`config.mk`:
```
export PLATFORM = sky130hd
export DESIGN_NAME = spi_result_tx_flat
export DESIGN_NICKNAME = d
export VERILOG_FILES = /design/src/rtl/spi_result_tx_if.sv /design/src/rtl/spi_result_tx.sv /design/src/flat_wrapper.sv
export SDC_FILE = /design/constraint.sdc
export NUM_CORES = 1
export LEC_CHECK = 0
export ABC_AREA = 0
export CAP_MARGIN = 20
export CELL_PAD_IN_SITES_DETAIL_PLACEMENT = 1
export CELL_PAD_IN_SITES_GLOBAL_PLACEMENT = 1
export CORE_ASPECT_RATIO = 1.5
export CORE_MARGIN = 10
export CORE_UTILIZATION = 43
export CTS_CLUSTER_SIZE = 24
export DETAILED_ROUTE_END_ITERATION = 8
export PLACE_DENSITY_LB_ADDON = 0.1
export SLEW_MARGIN = 0
export SYNTH_ARGS = -nofsm -noshare
export SYNTH_HDL_FRONTEND = slang
export SYNTH_SLANG_ARGS = --single-unit
```
`constraint.sdc`:
```
create_clock -name clk -period 2.37 [get_ports clk]
set_input_delay 0.711 -clock clk [delete_from_list [all_inputs] [get_ports clk]]
set_output_delay 0.711 -clock clk [all_outputs]
set_load 0.02 [all_outputs]
```
`src/rtl/spi_result_tx_if.sv`:
```
// spi_result_tx_if: read port of the result BRAM as seen by the SPI transmitter.
// The master side (transmitter) issues the read enable and address and receives
// the read data one clock after the enable.
interface spi_result_tx_if #(
  parameter int ADDR_WIDTH = 10,
  parameter int DATA_WIDTH = 32
) ();
  logic                  res_rd_en;
  logic [ADDR_WIDTH-1:0] res_rd_addr;
  logic [DATA_WIDTH-1:0] res_rd_data;

  modport master (output res_rd_en, output res_rd_addr, input res_rd_data);
  modport slave  (input res_rd_en, input res_rd_addr, output res_rd_data);
endinterface

```
`src/rtl/spi_result_tx.sv`:
```
// spi_result_tx: streams result BRAM words to an SPI master (mode 0, MSB first).
// sclk and cs_n are synchronised into clk; a frame starts on cs_n falling and
// aborts on cs_n rising. The word after the current one is prefetched into
// next_word_r so word boundaries never wait on the BRAM.
// Optional build macro TX_STATUS_HEADER_EN: each frame is preceded by a status
// header word {8'hA5, 7'b0, results_ready, NUM_WORDS[15:0]}.
module spi_result_tx #(
  parameter int ADDR_WIDTH = 10,
  parameter int DATA_WIDTH = 32,
  parameter int NUM_WORDS  = 8
) (
  input  logic            clk,
  input  logic            rst,
  input  logic            spi_sclk,
  input  logic            spi_cs_n,
  output logic            spi_miso,
  input  logic            results_valid,
  spi_result_tx_if.master res,
  output logic            results_ready,
  output logic            tx_busy,
  output logic            tx_done
);

`ifdef TX_STATUS_HEADER_EN
  localparam int HDR_WORDS = 1;
`else
  localparam int HDR_WORDS = 0;
`endif
  localparam int FRAME_WORDS = NUM_WORDS + HDR_WORDS;
  localparam int SLOT_W      = (FRAME_WORDS > 1) ? $clog2(FRAME_WORDS) : 1;
  localparam int CNT_W       = $clog2(DATA_WIDTH + 1);
  localparam logic [SLOT_W-1:0] LAST_SLOT = SLOT_W'(FRAME_WORDS - 1);
  localparam logic [CNT_W-1:0]  CNT_LAST  = CNT_W'(DATA_WIDTH - 1);
  localparam logic [CNT_W-1:0]  CNT_FULL  = CNT_W'(DATA_WIDTH);
  localparam logic [SLOT_W-1:0] SLOT_ZERO = {SLOT_W{1'b0}};
  localparam logic [CNT_W-1:0]  CNT_ZERO  = {CNT_W{1'b0}};

  typedef enum logic [1:0] {
    IDLE  = 2'd0,
    FETCH = 2'd1,
    LOAD  = 2'd2,
    SHIFT = 2'd3
  } state_t;

  // Slot following s within a frame, wrapping to the frame start.
  function automatic logic [SLOT_W-1:0] next_slot(input logic [SLOT_W-1:0] s);
    logic [SLOT_W-1:0] r;
    if (s == LAST_SLOT) r = SLOT_ZERO;
    else                r = s + SLOT_W'(1'b1);
    return r;
  endfunction

`ifdef TX_STATUS_HEADER_EN
  // Status header word carrying the current results_ready flag.
  function automatic logic [DATA_WIDTH-1:0] header_word(input logic ready);
    return DATA_WIDTH'({8'hA5, 7'b000_0000, ready, 16'(NUM_WORDS)});
  endfunction
`endif

  // Synchroniser / edge-detect registers
  logic sclk_meta_r, sclk_sync_r, sclk_prev_r;
  logic cs_meta_r, cs_sync_r, cs_prev_r;
  logic sclk_rise_s, sclk_fall_s, cs_fall_s, cs_rise_s;

  // Control and datapath state
  state_t                state_r, state_nxt_s;
  logic [CNT_W-1:0]      bit_cnt_r;
  logic [SLOT_W-1:0]     slot_r;
  logic [DATA_WIDTH-1:0] shift_r, next_word_r, load_word_s;
  logic                  miso_r, rd_en_r, pf_read_r, pf_cap_r;
  logic [ADDR_WIDTH-1:0] rd_addr_r;
  logic                  ready_r, busy_r, done_r;

  // Control strobes from the next-state logic
  logic                  abort_s, fetch_s, load_s, bit_inc_s, shift_s, adv_s;
  logic                  done_s, prefetch_s;
  logic [SLOT_W-1:0]     pf_slot_s;

  assign sclk_rise_s = sclk_sync_r & ~sclk_prev_r;
  assign sclk_fall_s = ~sclk_sync_r & sclk_prev_r;
  assign cs_fall_s   = ~cs_sync_r & cs_prev_r;
  assign cs_rise_s   = cs_sync_r & ~cs_prev_r;

`ifdef TX_STATUS_HEADER_EN
  assign load_word_s = header_word(ready_r);
`else
  assign load_word_s = res.res_rd_data;
`endif

  // Two-flop synchronisers plus one history flop for edge detection.
  always_ff @(posedge clk) begin
    if (!rst) begin
      sclk_meta_r <= 1'b0;
      sclk_sync_r <= 1'b0;
      sclk_prev_r <= 1'b0;
      cs_meta_r   <= 1'b1;
      cs_sync_r   <= 1'b1;
      cs_prev_r   <= 1'b1;
    end else begin
      sclk_meta_r <= spi_sclk;
      sclk_sync_r <= sclk_meta_r;
      sclk_prev_r <= sclk_sync_r;
      cs_meta_r   <= spi_cs_n;
      cs_sync_r   <= cs_meta_r;
      cs_prev_r   <= cs_sync_r;
    end
  end

  // FSM state register.
  always_ff @(posedge clk) begin
    if (!rst) state_r <= IDLE;
    else      state_r <= state_nxt_s;
  end

  // Next-state logic and per-cycle control strobes; cs_n rising overrides all.
  always_comb begin
    state_nxt_s = state_r;
    abort_s     = 1'b0;
    fetch_s     = 1'b0;
    load_s      = 1'b0;
    bit_inc_s   = 1'b0;
    shift_s     = 1'b0;
    adv_s       = 1'b0;
    done_s      = 1'b0;
    prefetch_s  = 1'b0;
    pf_slot_s   = SLOT_ZERO;
    if (cs_rise_s) begin
      state_nxt_s = IDLE;
      abort_s     = 1'b1;
    end else begin
      case (state_r)
        IDLE: begin
          if (cs_fall_s) begin
            state_nxt_s = FETCH;
            fetch_s     = 1'b1;
          end else begin
            state_nxt_s = IDLE;
          end
        end
        FETCH: state_nxt_s = LOAD;
        LOAD: begin
          state_nxt_s = SHIFT;
          load_s      = 1'b1;
          prefetch_s  = 1'b1;
          pf_slot_s   = next_slot(SLOT_ZERO);
        end
        SHIFT: begin
          if (sclk_rise_s) begin
            if (bit_cnt_r != CNT_FULL) begin
              bit_inc_s = 1'b1;
              if ((bit_cnt_r == CNT_LAST) && (slot_r == LAST_SLOT)) done_s = 1'b1;
              else                                                  done_s = 1'b0;
            end else begin
              bit_inc_s = 1'b0;
            end
          end else if (sclk_fall_s) begin
            if (bit_cnt_r == CNT_FULL) begin
              adv_s      = 1'b1;
              prefetch_s = 1'b1;
              pf_slot_s  = next_slot(next_slot(slot_r));
            end else if (bit_cnt_r != CNT_ZERO) begin
              shift_s = 1'b1;
            end else begin
              shift_s = 1'b0;
            end
          end else begin
            state_nxt_s = SHIFT;
          end
        end
        default: state_nxt_s = IDLE;
      endcase
    end
  end

  // Datapath: BRAM reads, prefetch capture, shift register, counters and status.
  always_ff @(posedge clk) begin
    if (!rst) begin
      bit_cnt_r   <= CNT_ZERO;
      slot_r      <= SLOT_ZERO;
      shift_r     <= {DATA_WIDTH{1'b0}};
      next_word_r <= {DATA_WIDTH{1'b0}};
      miso_r      <= 1'b0;
      rd_en_r     <= 1'b0;
      rd_addr_r   <= {ADDR_WIDTH{1'b0}};
      pf_read_r   <= 1'b0;
      pf_cap_r    <= 1'b0;
      ready_r     <= 1'b0;
      busy_r      <= 1'b0;
      done_r      <= 1'b0;
    end else begin
      rd_en_r   <= 1'b0;
      pf_read_r <= 1'b0;
      pf_cap_r  <= pf_read_r;
      done_r    <= done_s;
      busy_r    <= (state_nxt_s != IDLE);
      if (results_valid) ready_r <= 1'b1;
      else if (done_s)   ready_r <= 1'b0;
      if (pf_cap_r) next_word_r <= res.res_rd_data;

      if (abort_s) begin
        bit_cnt_r   <= CNT_ZERO;
        slot_r      <= SLOT_ZERO;
        shift_r     <= {DATA_WIDTH{1'b0}};
        next_word_r <= {DATA_WIDTH{1'b0}};
        miso_r      <= 1'b0;
        rd_addr_r   <= {ADDR_WIDTH{1'b0}};
        pf_cap_r    <= 1'b0;
      end else begin
        if (fetch_s) begin
          bit_cnt_r <= CNT_ZERO;
          slot_r    <= SLOT_ZERO;
`ifndef TX_STATUS_HEADER_EN
          rd_en_r   <= 1'b1;
          rd_addr_r <= {ADDR_WIDTH{1'b0}};
`endif
        end
        if (load_s) begin
          shift_r   <= load_word_s;
          miso_r    <= load_word_s[DATA_WIDTH-1];
          bit_cnt_r <= CNT_ZERO;
          slot_r    <= SLOT_ZERO;
        end
        if (bit_inc_s) bit_cnt_r <= bit_cnt_r + CNT_W'(1'b1);
        if (shift_s) begin
          shift_r <= {shift_r[DATA_WIDTH-2:0], 1'b0};
          miso_r  <= shift_r[DATA_WIDTH-2];
        end
        if (adv_s) begin
          shift_r   <= next_word_r;
          miso_r    <= next_word_r[DATA_WIDTH-1];
          bit_cnt_r <= CNT_ZERO;
          slot_r    <= next_slot(slot_r);
        end
        if (prefetch_s) begin
`ifdef TX_STATUS_HEADER_EN
          if (pf_slot_s == SLOT_ZERO) begin
            next_word_r <= header_word(ready_r);
          end else begin
            rd_en_r   <= 1'b1;
            rd_addr_r <= ADDR_WIDTH'(pf_slot_s - SLOT_W'(1'b1));
            pf_read_r <= 1'b1;
          end
`else
          rd_en_r   <= 1'b1;
          rd_addr_r <= ADDR_WIDTH'(pf_slot_s);
          pf_read_r <= 1'b1;
`endif
        end
      end
    end
  end

  assign spi_miso        = miso_r;
  assign res.res_rd_en   = rd_en_r;
  assign res.res_rd_addr = rd_addr_r;
  assign results_ready   = ready_r;
  assign tx_busy         = busy_r;
  assign tx_done         = done_r;

endmodule

```
`src/flat_wrapper.sv`:
```
// flat-port wrapper written by rule: the top's interface ports become plain ports
module spi_result_tx_flat 
#(
  parameter int ADDR_WIDTH = 10,
  parameter int DATA_WIDTH = 32,
  parameter int NUM_WORDS  = 8
)
  (clk, rst, spi_sclk, spi_cs_n, spi_miso, results_valid, results_ready, tx_busy, tx_done, res_res_rd_en, res_res_rd_addr, res_res_rd_data);
  spi_result_tx_if #(.ADDR_WIDTH(ADDR_WIDTH), .DATA_WIDTH(DATA_WIDTH)) res_i ();
  input  logic clk;
  input  logic rst;
  input  logic spi_sclk;
  input  logic spi_cs_n;
  output logic spi_miso;
  input  logic results_valid;
  output logic results_ready;
  output logic tx_busy;
  output logic tx_done;
  output wire logic [$bits(res_i.res_rd_en)-1:0] res_res_rd_en;
  output wire logic [$bits(res_i.res_rd_addr)-1:0] res_res_rd_addr;
  input wire logic [$bits(res_i.res_rd_data)-1:0] res_res_rd_data;
  assign res_res_rd_en = res_i.res_rd_en;
  assign res_res_rd_addr = res_i.res_rd_addr;
  assign res_i.res_rd_data = res_res_rd_data;
  spi_result_tx #(.ADDR_WIDTH(ADDR_WIDTH), .DATA_WIDTH(DATA_WIDTH), .NUM_WORDS(NUM_WORDS)) u_core (.clk(clk), .rst(rst), .spi_sclk(spi_sclk), .spi_cs_n(spi_cs_n), .spi_miso(spi_miso), .results_valid(results_valid), .res(res_i), .results_ready(results_ready), .tx_busy(tx_busy), .tx_done(tx_done));
endmodule
```
==> impl_metrics.json <==
{
  "run_status": "complete, no violations",
  "crit_slowest_cell": "or4b_1",
  "synth_cell_types": 56,
  "p_sw_frac": 0.2203,
  "power_mw": 3.370,
  "p_leak_nw": 1.703,
  "core-area_um2": 9579,
  "diodes": 0,
  "num_rows": 44,
  "vias": 3310,
  "nNetsFinal": 502,
  "drt-pass1-iter-count": 4,
  "critPathLaunchType": "register",
  "dp.cells": 565,
  "clkTransAtPathRegs_ns": 0.06,
  "syn2layout_area_growth_pct": 21.73,
  "viasPerCell": 5.697,
  "crit_type": "register to register",
  "worstMarginPinSlew_ns": 0.5534,
  "final_common_cell": "dfxtp_1",
  "post-route-period-util": 0.9159,
  "final_util": 0.5298,
  "syn_avg_cell_area_um2": 9.833,
  "slew_violations": 0,
  "synth-main-ff-cell": "dfxtp_1",
  "p_comb_frac": 0.074,
  "postRouteAntennaNets": 0,
  "synth.area.top_cells": "dfxtp_1, mux2_2, mux2i_1, o2bb2ai_1, nand2b_1",
  "grt-ovfl-total": 0,
  "grtUsageTotal": 0.1579,
  "rsz0062_at_grt": "false",
  "power.internal_mw": 2.627,
  "cts_setup_buffers": 0,
  "clk_latency_ns": 0.34,
  "vdd_drop_max_uv": 481.8,
  "finalWorstSetupSlack_ns": 0.1994,
  "cts.path.max_buffers": 2,
  "clock_sinks": 90,
  "drt_wl_total_um": 10890,
  "die-height_um": 140.6,
  "synthCells": 424,
  "antenna_found_initial": 0,
  "relSlewSlack": 0.6311,
  "cts_tree": "done",
  "clkPwrFrac": 0.460,
  "critPathRequiredTime_ns": 2.60,
  "cts_root_buf": "clkbuf_16",
  "place.port_buffers": 44,
  "crit_path_end_kind": "register",
  "synthesis.area_um2": 4169,
  "cts_buffers": 9,
  "start_util": 0.4352,
  "fin_crit_ns": 2.171,
  "yosys_warnings": 0,
  "critical_path.cell_chain": "inv_1 > ha_1 > or4b_1 > o311ai_2 > o21bai_1 > nor2_1",
  "synth-async-reset-ratio": 0,
  "holdBufCountCts": 0,
  "synth_edf_count": 0,
  "die_area_um2": 14120,
  "drc_errors": 0,
  "grt_pass1_wl_um": 18240,
  "power.switching_mw": 0.7424,
  "critical-path-max-stage-delay_ns": 0.65,
  "place_ws_ns": 0.08289,
  "htree_levels": 3,
  "arrival_ns": 2.40,
  "instances_no_fill": 581,
  "rrSetupSlack_ns": 0.20,
  "drive_gt1_frac": 0.1502,
  "drt_iter0_markers": 98,
  "hold_violations": 0,
  "hpwl_um": 7402,
  "yosys.area.top_type": "dfxtp_1",
  "finClkSkew_ns": 0.007667,
  "whs_ns": 0.4156,
  "timing.fmax_ghz": 0.4607,
  "finish.instance_area_um2": 5075,
  "grt_pass1_vias": 3600,
  "tns_ns": 0,
  "worstPathMaxFanout": 7,
  "post_cts_resized": 0,
  "gp_congestion": 0.7423,
  "place_area_um2": 4753,
  "die_x_um": 100.4,
  "p_seq_frac": 0.466,
  "hp-class": "register to register",
  "synth_top_area_frac": 0.4322,
  "ios": 52,
  "finalSetupViolCount": 0,
  "power_density_nw_per_um2": 664.0,
  "synth_seq_area_share": 0.4322,
  "ys_seq_elements": 90,
  "max_cap_viol_count": 0,
  "wl_per_cell_um": 18.75,
  "grt_max_degree": 41,
  "final_cell_mix": "dfxtp_1, clkdlybuf4s50_1, nor2_1"
}
## power groups by stage
stage	sequential, mW	combinational, mW	clock [mW]
floorplan	1.60	0.133	0
global route	1.58	0.271	1.64
detailed placement	1.61	0.251	0
finish	1.57	0.249	1.55
CTS	1.57	0.252	1.58
global placement	1.60	0.246	0
## kinds of logic after synthesis
family                     count (synthesis)  synth area share
other                                      1         0.0008995
buffers and inverters                     46           0.05222
xor gates and xnor gates                   3          0.006304
and+or+nand+nor                          120            0.1609
adders and majority gates                  4           0.01201
muxes                                     61            0.1552
DFF                                       90            0.4322
AOI/OAI and AO/OA                         99            0.1804
## critical path: cells and delay by family (launching register included)
family	cells	cell delay [ns]
DFF	1	0.35
buffers and inverters	1	0.07
adders and majority gates	1	0.17
AOI/OAI and AO/OA	2	0.74
and+or+nand+nor	2	0.73
## final timing paths
path                            start                   to  depth (start not counted)
hold / removal       u_core.cs_meta_r     u_core.cs_sync_r                          1
setup reg to reg  u_core.bit_cnt_r[0]  u_core.bit_cnt_r[0]                          6
setup / recovery  u_core.bit_cnt_r[0]  u_core.bit_cnt_r[0]                          6
hold reg to reg      u_core.cs_meta_r     u_core.cs_sync_r                          1
## layer usage
| layer | GRT usage | vias up | share of wire |
|---|---|---|---|
| met3 | 0.03718 | 7 | 0.032 |
| met1 | 0.1760 | 1659 | 0.43 |
| met2 | 0.2841 | 43 | 0.52 |
| li1 | - | 1601 | - |
| met5 | 0 | - | 0 |
| met4 | 0.05000 | 0 | 0.0093 |
## cells in the mapped netlist, drive strengths merged, types with 2 or more instances
cell type	n
o31ai	2
xnor2	2
o2bb2ai	29
and2	4
ha	4
nand2	8
a32o	2
nor2b	2
mux2i	32
a21oi	10
dfxtp	90
buf	19
mux2	29
nor4	2
clkbuf	20
o22ai	29
nand3	7
a31oi	2
o211ai	9
inv	7
or3	3
nor2	41
nand2b	37
o21ai	5
nor3	6
## cell type report
cell class	count	area, um2
clock buffers	12	246.5
flip-flops and latches	90	1803
well taps	115	143.9
fillers	1074	4504
inverters	7	26.28
repair buffers	59	590.6
clock inverters	4	75.07
multi-input cells	294	2190
## flip-flops by register name, indices dropped and copies added, names as in the netlist, 2 cells and up
name	count
u_core.state_r	2
u_core.shift_r	31
u_core.bit_cnt_r	6
u_core.slot_r	3
u_core.res.res_rd_addr	3
u_core.next_word_r	32
(Power assumes the default switching activity.)
